[src/rtl/debug_unit_if.sv]
// Bundle of the host byte link, imem write port, CPU control and register-bank read port.
// The master side is the debug unit; the slave side is the host/CPU environment.
interface debug_unit_if #(
  parameter int IMEM_ADDR_W = 8
);
  logic [7:0]             i_rx_data;
  logic                   i_rx_valid;
  logic                   o_rx_ready;
  logic [7:0]             o_tx_data;
  logic                   o_tx_valid;
  logic                   i_tx_ready;
  logic                   o_imem_we;
  logic [IMEM_ADDR_W-1:0] o_imem_addr;
  logic [31:0]            o_imem_wdata;
  logic                   o_cpu_reset;
  logic                   i_halt;
  logic [4:0]             o_reg_addr;
  logic [31:0]            i_reg_data;

  modport master (
    input  i_rx_data, i_rx_valid, i_tx_ready, i_halt, i_reg_data,
    output o_rx_ready, o_tx_data, o_tx_valid, o_imem_we, o_imem_addr,
           o_imem_wdata, o_cpu_reset, o_reg_addr
  );

  modport slave (
    output i_rx_data, i_rx_valid, i_tx_ready, i_halt, i_reg_data,
    input  o_rx_ready, o_tx_data, o_tx_valid, o_imem_we, o_imem_addr,
           o_imem_wdata, o_cpu_reset, o_reg_addr
  );
endinterface

[src/rtl/debug_unit.sv]
// Byte-stream program loader and register dumper for the mips core: loads imem while the
// CPU is held in reset, runs it until halt, then streams all registers back MSB first.
module debug_unit #(
  parameter int IMEM_ADDR_W = 8,
  parameter int NUM_REGS    = 32
) (
  input logic         clk,
  input logic         reset,
  debug_unit_if.master bus
);

  typedef enum logic [2:0] {
    IDLE,
    LOAD_CNT,
    LOAD_BYTE,
    RUN,
    DUMP_LATCH,
    DUMP_SEND
  } state_t;

  localparam logic [7:0]             CMD_LOAD = 8'h4C;
  localparam logic [7:0]             CMD_RUN  = 8'h52;
  localparam logic [4:0]             LAST_REG = 5'(NUM_REGS - 1);
  localparam logic [IMEM_ADDR_W-1:0] ADDR_ONE = IMEM_ADDR_W'(1);

  state_t                 state;
  logic [7:0]             word_cnt;
  logic [1:0]             byte_idx;
  logic [23:0]            partial;
  logic [IMEM_ADDR_W-1:0] imem_addr;
  logic [31:0]            imem_wdata;
  logic                   imem_we;
  logic [31:0]            shift;
  logic [4:0]             reg_idx;
  logic                   cpu_reset;
  logic                   rx_ready;
  logic                   tx_valid;
  logic                   rx_fire;
  logic                   tx_fire;

  always_comb begin
    rx_ready = (state == IDLE) || (state == LOAD_CNT) || (state == LOAD_BYTE);
    tx_valid = (state == DUMP_SEND);
    rx_fire  = bus.i_rx_valid && rx_ready;
    tx_fire  = tx_valid && bus.i_tx_ready;
  end

  always_ff @(posedge clk or posedge reset) begin
    if (reset) begin
      state      <= IDLE;
      word_cnt   <= '0;
      byte_idx   <= '0;
      partial    <= '0;
      imem_addr  <= '0;
      imem_wdata <= '0;
      imem_we    <= 1'b0;
      shift      <= '0;
      reg_idx    <= '0;
      cpu_reset  <= 1'b1;
    end else begin
      // The write strobe lasts one cycle; the address advances only after it has been seen.
      imem_we <= 1'b0;
      if (imem_we) imem_addr <= imem_addr + ADDR_ONE;

      case (state)
        IDLE: begin
          if (rx_fire) begin
            if (bus.i_rx_data == CMD_LOAD) begin
              state <= LOAD_CNT;
            end else if (bus.i_rx_data == CMD_RUN) begin
              state     <= RUN;
              cpu_reset <= 1'b0;
            end
          end
        end

        LOAD_CNT: begin
          if (rx_fire) begin
            word_cnt  <= bus.i_rx_data;
            imem_addr <= '0;
            byte_idx  <= '0;
            state     <= (bus.i_rx_data == 8'd0) ? IDLE : LOAD_BYTE;
          end
        end

        LOAD_BYTE: begin
          if (rx_fire) begin
            byte_idx <= byte_idx + 2'd1;
            if (byte_idx == 2'd3) begin
              imem_wdata <= {partial, bus.i_rx_data};
              imem_we    <= 1'b1;
              word_cnt   <= word_cnt - 8'd1;
              if (word_cnt == 8'd1) state <= IDLE;
            end else begin
              partial <= {partial[15:0], bus.i_rx_data};
            end
          end
        end

        RUN: begin
          if (bus.i_halt) begin
            reg_idx <= '0;
            state   <= DUMP_LATCH;
          end
        end

        DUMP_LATCH: begin
          shift    <= bus.i_reg_data;
          byte_idx <= '0;
          state    <= DUMP_SEND;
        end

        DUMP_SEND: begin
          if (tx_fire) begin
            shift    <= {shift[23:0], 8'h00};
            byte_idx <= byte_idx + 2'd1;
            if (byte_idx == 2'd3) begin
              if (reg_idx == LAST_REG) begin
                state     <= IDLE;
                cpu_reset <= 1'b1;
              end else begin
                reg_idx <= reg_idx + 5'd1;
                state   <= DUMP_LATCH;
              end
            end
          end
        end

        default: state <= IDLE;
      endcase
    end
  end

  assign bus.o_rx_ready   = rx_ready;
  assign bus.o_tx_valid   = tx_valid;
  assign bus.o_tx_data    = shift[31:24];
  assign bus.o_imem_we    = imem_we;
  assign bus.o_imem_addr  = imem_addr;
  assign bus.o_imem_wdata = imem_wdata;
  assign bus.o_cpu_reset  = cpu_reset;
  assign bus.o_reg_addr   = reg_idx;

endmodule

[src/flat_wrapper.sv]
// flat-port wrapper written by rule: the top's interface ports become plain ports
module debug_unit_flat 
#(
  parameter int IMEM_ADDR_W = 8,
  parameter int NUM_REGS    = 32
)
  (clk, reset, bus_i_rx_data, bus_i_rx_valid, bus_i_tx_ready, bus_i_halt, bus_i_reg_data, bus_o_rx_ready, bus_o_tx_data, bus_o_tx_valid, bus_o_imem_we, bus_o_imem_addr, bus_o_imem_wdata, bus_o_cpu_reset, bus_o_reg_addr);
  debug_unit_if #(.IMEM_ADDR_W(IMEM_ADDR_W)) bus_i ();
  input logic clk;
  input logic reset;
  input wire logic [$bits(bus_i.i_rx_data)-1:0] bus_i_rx_data;
  input wire logic [$bits(bus_i.i_rx_valid)-1:0] bus_i_rx_valid;
  input wire logic [$bits(bus_i.i_tx_ready)-1:0] bus_i_tx_ready;
  input wire logic [$bits(bus_i.i_halt)-1:0] bus_i_halt;
  input wire logic [$bits(bus_i.i_reg_data)-1:0] bus_i_reg_data;
  output wire logic [$bits(bus_i.o_rx_ready)-1:0] bus_o_rx_ready;
  output wire logic [$bits(bus_i.o_tx_data)-1:0] bus_o_tx_data;
  output wire logic [$bits(bus_i.o_tx_valid)-1:0] bus_o_tx_valid;
  output wire logic [$bits(bus_i.o_imem_we)-1:0] bus_o_imem_we;
  output wire logic [$bits(bus_i.o_imem_addr)-1:0] bus_o_imem_addr;
  output wire logic [$bits(bus_i.o_imem_wdata)-1:0] bus_o_imem_wdata;
  output wire logic [$bits(bus_i.o_cpu_reset)-1:0] bus_o_cpu_reset;
  output wire logic [$bits(bus_i.o_reg_addr)-1:0] bus_o_reg_addr;
  assign bus_i.i_rx_data = bus_i_rx_data;
  assign bus_i.i_rx_valid = bus_i_rx_valid;
  assign bus_i.i_tx_ready = bus_i_tx_ready;
  assign bus_i.i_halt = bus_i_halt;
  assign bus_i.i_reg_data = bus_i_reg_data;
  assign bus_o_rx_ready = bus_i.o_rx_ready;
  assign bus_o_tx_data = bus_i.o_tx_data;
  assign bus_o_tx_valid = bus_i.o_tx_valid;
  assign bus_o_imem_we = bus_i.o_imem_we;
  assign bus_o_imem_addr = bus_i.o_imem_addr;
  assign bus_o_imem_wdata = bus_i.o_imem_wdata;
  assign bus_o_cpu_reset = bus_i.o_cpu_reset;
  assign bus_o_reg_addr = bus_i.o_reg_addr;
  debug_unit #(.IMEM_ADDR_W(IMEM_ADDR_W), .NUM_REGS(NUM_REGS)) u_core (.clk(clk), .reset(reset), .bus(bus_i));
endmodule
[config.mk]
export PLATFORM = sky130hd
export DESIGN_NAME = debug_unit_flat
export DESIGN_NICKNAME = d
export VERILOG_FILES = /design/src/rtl/debug_unit_if.sv /design/src/rtl/debug_unit.sv /design/src/flat_wrapper.sv
export SDC_FILE = /design/constraint.sdc
export NUM_CORES = 1
export LEC_CHECK = 0
export CORE_ASPECT_RATIO = 1.5
export CORE_MARGIN = 4
export CORE_UTILIZATION = 45
export CTS_CLUSTER_SIZE = 28
export DETAILED_ROUTE_END_ITERATION = 8
export PLACE_DENSITY_LB_ADDON = 0.1
export SLEW_MARGIN = 40
export SYNTH_ARGS = -nofsm -noshare
export SYNTH_HDL_FRONTEND = slang
export SYNTH_SLANG_ARGS = --single-unit
[constraint.sdc]
create_clock -name clk -period 4.5 [get_ports clk]
set_input_delay 0.9 -clock clk [delete_from_list [all_inputs] [get_ports clk]]
set_output_delay 0.9 -clock clk [all_outputs]
set_load 0.01 [all_outputs]
==> impl_metrics.ini <==
[clock_tree]
cts_tree = done
cts-root-buf = clkbuf_16
clk_latency_ps = 410
cts_resized = 0
cts_hold_buf = 0
htreeDepth = 4
post_cts_buffers = 0
cts_buffers = 17
clock_sinks = 116
clk_pin_slew_worst_paths_ps = 50
clockBufferDepth = 2

[setup_path]
path_class = flip-flop to output pin
critPathSlowestCell = dfrtp_1
startpoint_type = flip-flop
r2r_setup_slack_ps = 2260
path_max_fanout = 23
crit_chain = nand3b_1 > inv_1 > clkdlybuf4s50_1
worstPathRequired_ps = 3600
crit_arrival_ps = 2080
worstSetupEndpointType = output pin
r2r_cells = 4
r2r_end = u_core.bus.o_imem_wdata[19]
cpPeakStageDelay_ps = 810
r2r-start = u_core.state[1]

[pwr]
powerDensity_nw_per_um2 = 668
leakage_uw = 0.00319
ir_drop_v = 0.000343

[drt]
vias = 3676
vias_per_cell = 5.24
drt_iter0_drc = 105
top_layer_used = met4
wl_met3_um = 640
wl_per_cell_um = 15.5
drc = 0
wl_met2_um = 5800
drt_wl_total_um = 10900
ant_nets = 0
dr.pass1.iters = 4
met1Wirelength_um = 4290

[logic_synthesis]
synth_edf_count = 0
netlist-cell-type-count = 58
ys.flop_type = dfrtp_1
synth-async-reset-ratio_pct = 100
syn_area_um2 = 5280
ys.warnings.count = 0
synth_fp_nets = 494
seq_area_frac_synth_pct = 55.0
synth_cells = 443
ys_ff_latch = 116
syn_avg_cell_area_um2 = 11.9

[timing]
fin_crit_sh_pct = 66.2
finalWorstSetupSlack_ps = 1520
tightest_slew_ps = 735
rsz0062_at_grt = false
setup_viol = 0
setup_tns_ps = 0
finalCriticalPeriod_ps = 2980
relSlewSlack_pct = 51.0
hold_viol = 0
clock.fmax_mhz = 336
slew_violations = 0
skew_ps = 10.0

[floorplanning]
placementRows = 48
core_area_um2 = 11500
start_util_pct = 45.8
die-height_um = 141
die_w_um = 96.5
die_area_um2 = 13600
pin_count = 102

[finish]
register_area_um2 = 2900
area.growth.synth_to_final_pct = 32.2
fin_nets = 589
antenna_cells = 0
final_common_cell = dfrtp_1
n_fill_cell = 979
final_layout_size_suffix_gt1_share_pct = 19.6
layout_common_cells = 115 x dfrtp_1, 101 x clkdlybuf4s50_1, 56 x mux2_2
multi_input_area_um2 = 2190

[run_status]
run_status = finished clean

[job]
maxCapViolCount = 0

[global_routing]
grt_use_total_pct = 17.6
antenna_found_initial = 0
grt_pass1_vias = 3816
grt_pass1_wl_um = 18600
grt_max_degree = 66
grt_overflow_total = 0

[hold_path]
hold_end = u_core.shift[20]
whs_path_depth = 2
min_path_type = flip-flop to flip-flop
min_from = u_core.shift[20]

[placed_design]
port-buffer-count = 101
gp_congestion = 0.771
post-place-ws_ps = 1410
dp_hpwl_um = 7620
[routing by layer]
layer  vias up  track usage, %
li1       1774               -
met1      1799            20.4
met2        91            30.1
met3        12            5.13
met4         0            6.87
met5         -               0
[worst max-delay path, delay by kind of cell, from the launching register on]
kind	cells	cell delay (ps)
buffers and inverters	2	690
flip-flops	1	810
AND/OR/NAND/NOR	1	170
[report_power, final]
group          switching, uW  internal (uW)
registers                339           1510
logic                    635            868
clock network            475            843
total                   1450           3220
[logic make-up after synthesis]
logic type,after synthesis,synth area share (%)
adder cells (fa/ha/maj),6,1.42
AND/OR/NAND/NOR,103,10.4
multiplexers,83,17.1
flip-flops,116,55.0
buffers and inverters,41,4.26
AO/OA/AOI/OAI,87,10.7
XOR/XNOR,7,1.16
[Yosys cell counts (3+ instances only)]
cell type  count  area, um^2
nand2_1       40         150
nand4_1        4        25.0
o211ai_1       4        30.0
mux2i_1       25         250
nand3_1        4        20.0
o21ai_0       41         205
clkbuf_1       4        15.0
nor2_1        21        78.8
dfrtp_1      115        2880
a22o_1         8        70.1
o2bb2ai_1      4        35.0
xor2_1         3        26.3
buf_2         12        60.1
a21oi_1        7        35.0
inv_1          9        33.8
a22oi_1        6        45.0
buf_4         11        82.6
mux2_2        56         631
nor3_1         9        45.0
ha_1           6        75.1
xnor2_1        4        35.0
[stage by stage]
stage,power [uW],area [um^2],util [%],std cells,hold WS [ps]
after global routing,4980,6990,60.6,701,507
after detailed placement,3390,6390,55.4,669,472
after floorplan,2750,5280,-,443,449
after CTS,4730,6970,60.5,701,485
after global placement,3310,6360,55.1,667,468
final,4670,6990,60.6,701,480
[how the worst max path moves through the flow]
stage,depth (start not counted),from,end,slack (ps)
2_1_floorplan,1,reset,u_core.bus.o_imem_addr[0],530
3_3_place_gp,4,bus_i_rx_valid,u_core.bus.o_imem_wdata[25],1450
3_5_place_dp,4,bus_i_rx_valid,u_core.bus.o_imem_wdata[0],1410
4_1_cts,3,u_core.state[0],bus_o_tx_valid,1490
5_1_grt,3,u_core.state[0],bus_o_tx_valid,1350
6_report,3,u_core.state[0],bus_o_tx_valid,1520
[state kept, by name, indices dropped and copies added, names as in the netlist]
signal / count
u_core.bus.o_imem_wdata: 32
u_core.shift: 32
u_core.partial: 24
u_core.bus.o_imem_addr: 8
u_core.word_cnt: 8
u_core.bus.o_reg_addr: 5
u_core.state: 3
u_core.byte_idx: 2
u_core.bus.o_cpu_reset: 1
u_core.bus.o_imem_we: 1
[layout make-up]
| cell class | instances | area share (%) |
|---|---|---|
| multi-input cells | 286 | 31.3 |
| clock buffers | 20 | 6.54 |
| flip-flops and latches | 116 | 41.6 |
| well taps | 150 | 2.69 |
| inverters | 10 | 0.573 |
| repair buffers | 107 | 15.5 |
| clock inverters | 12 | 1.86 |
No activity file was read; power rests on OpenSTA's default activity.
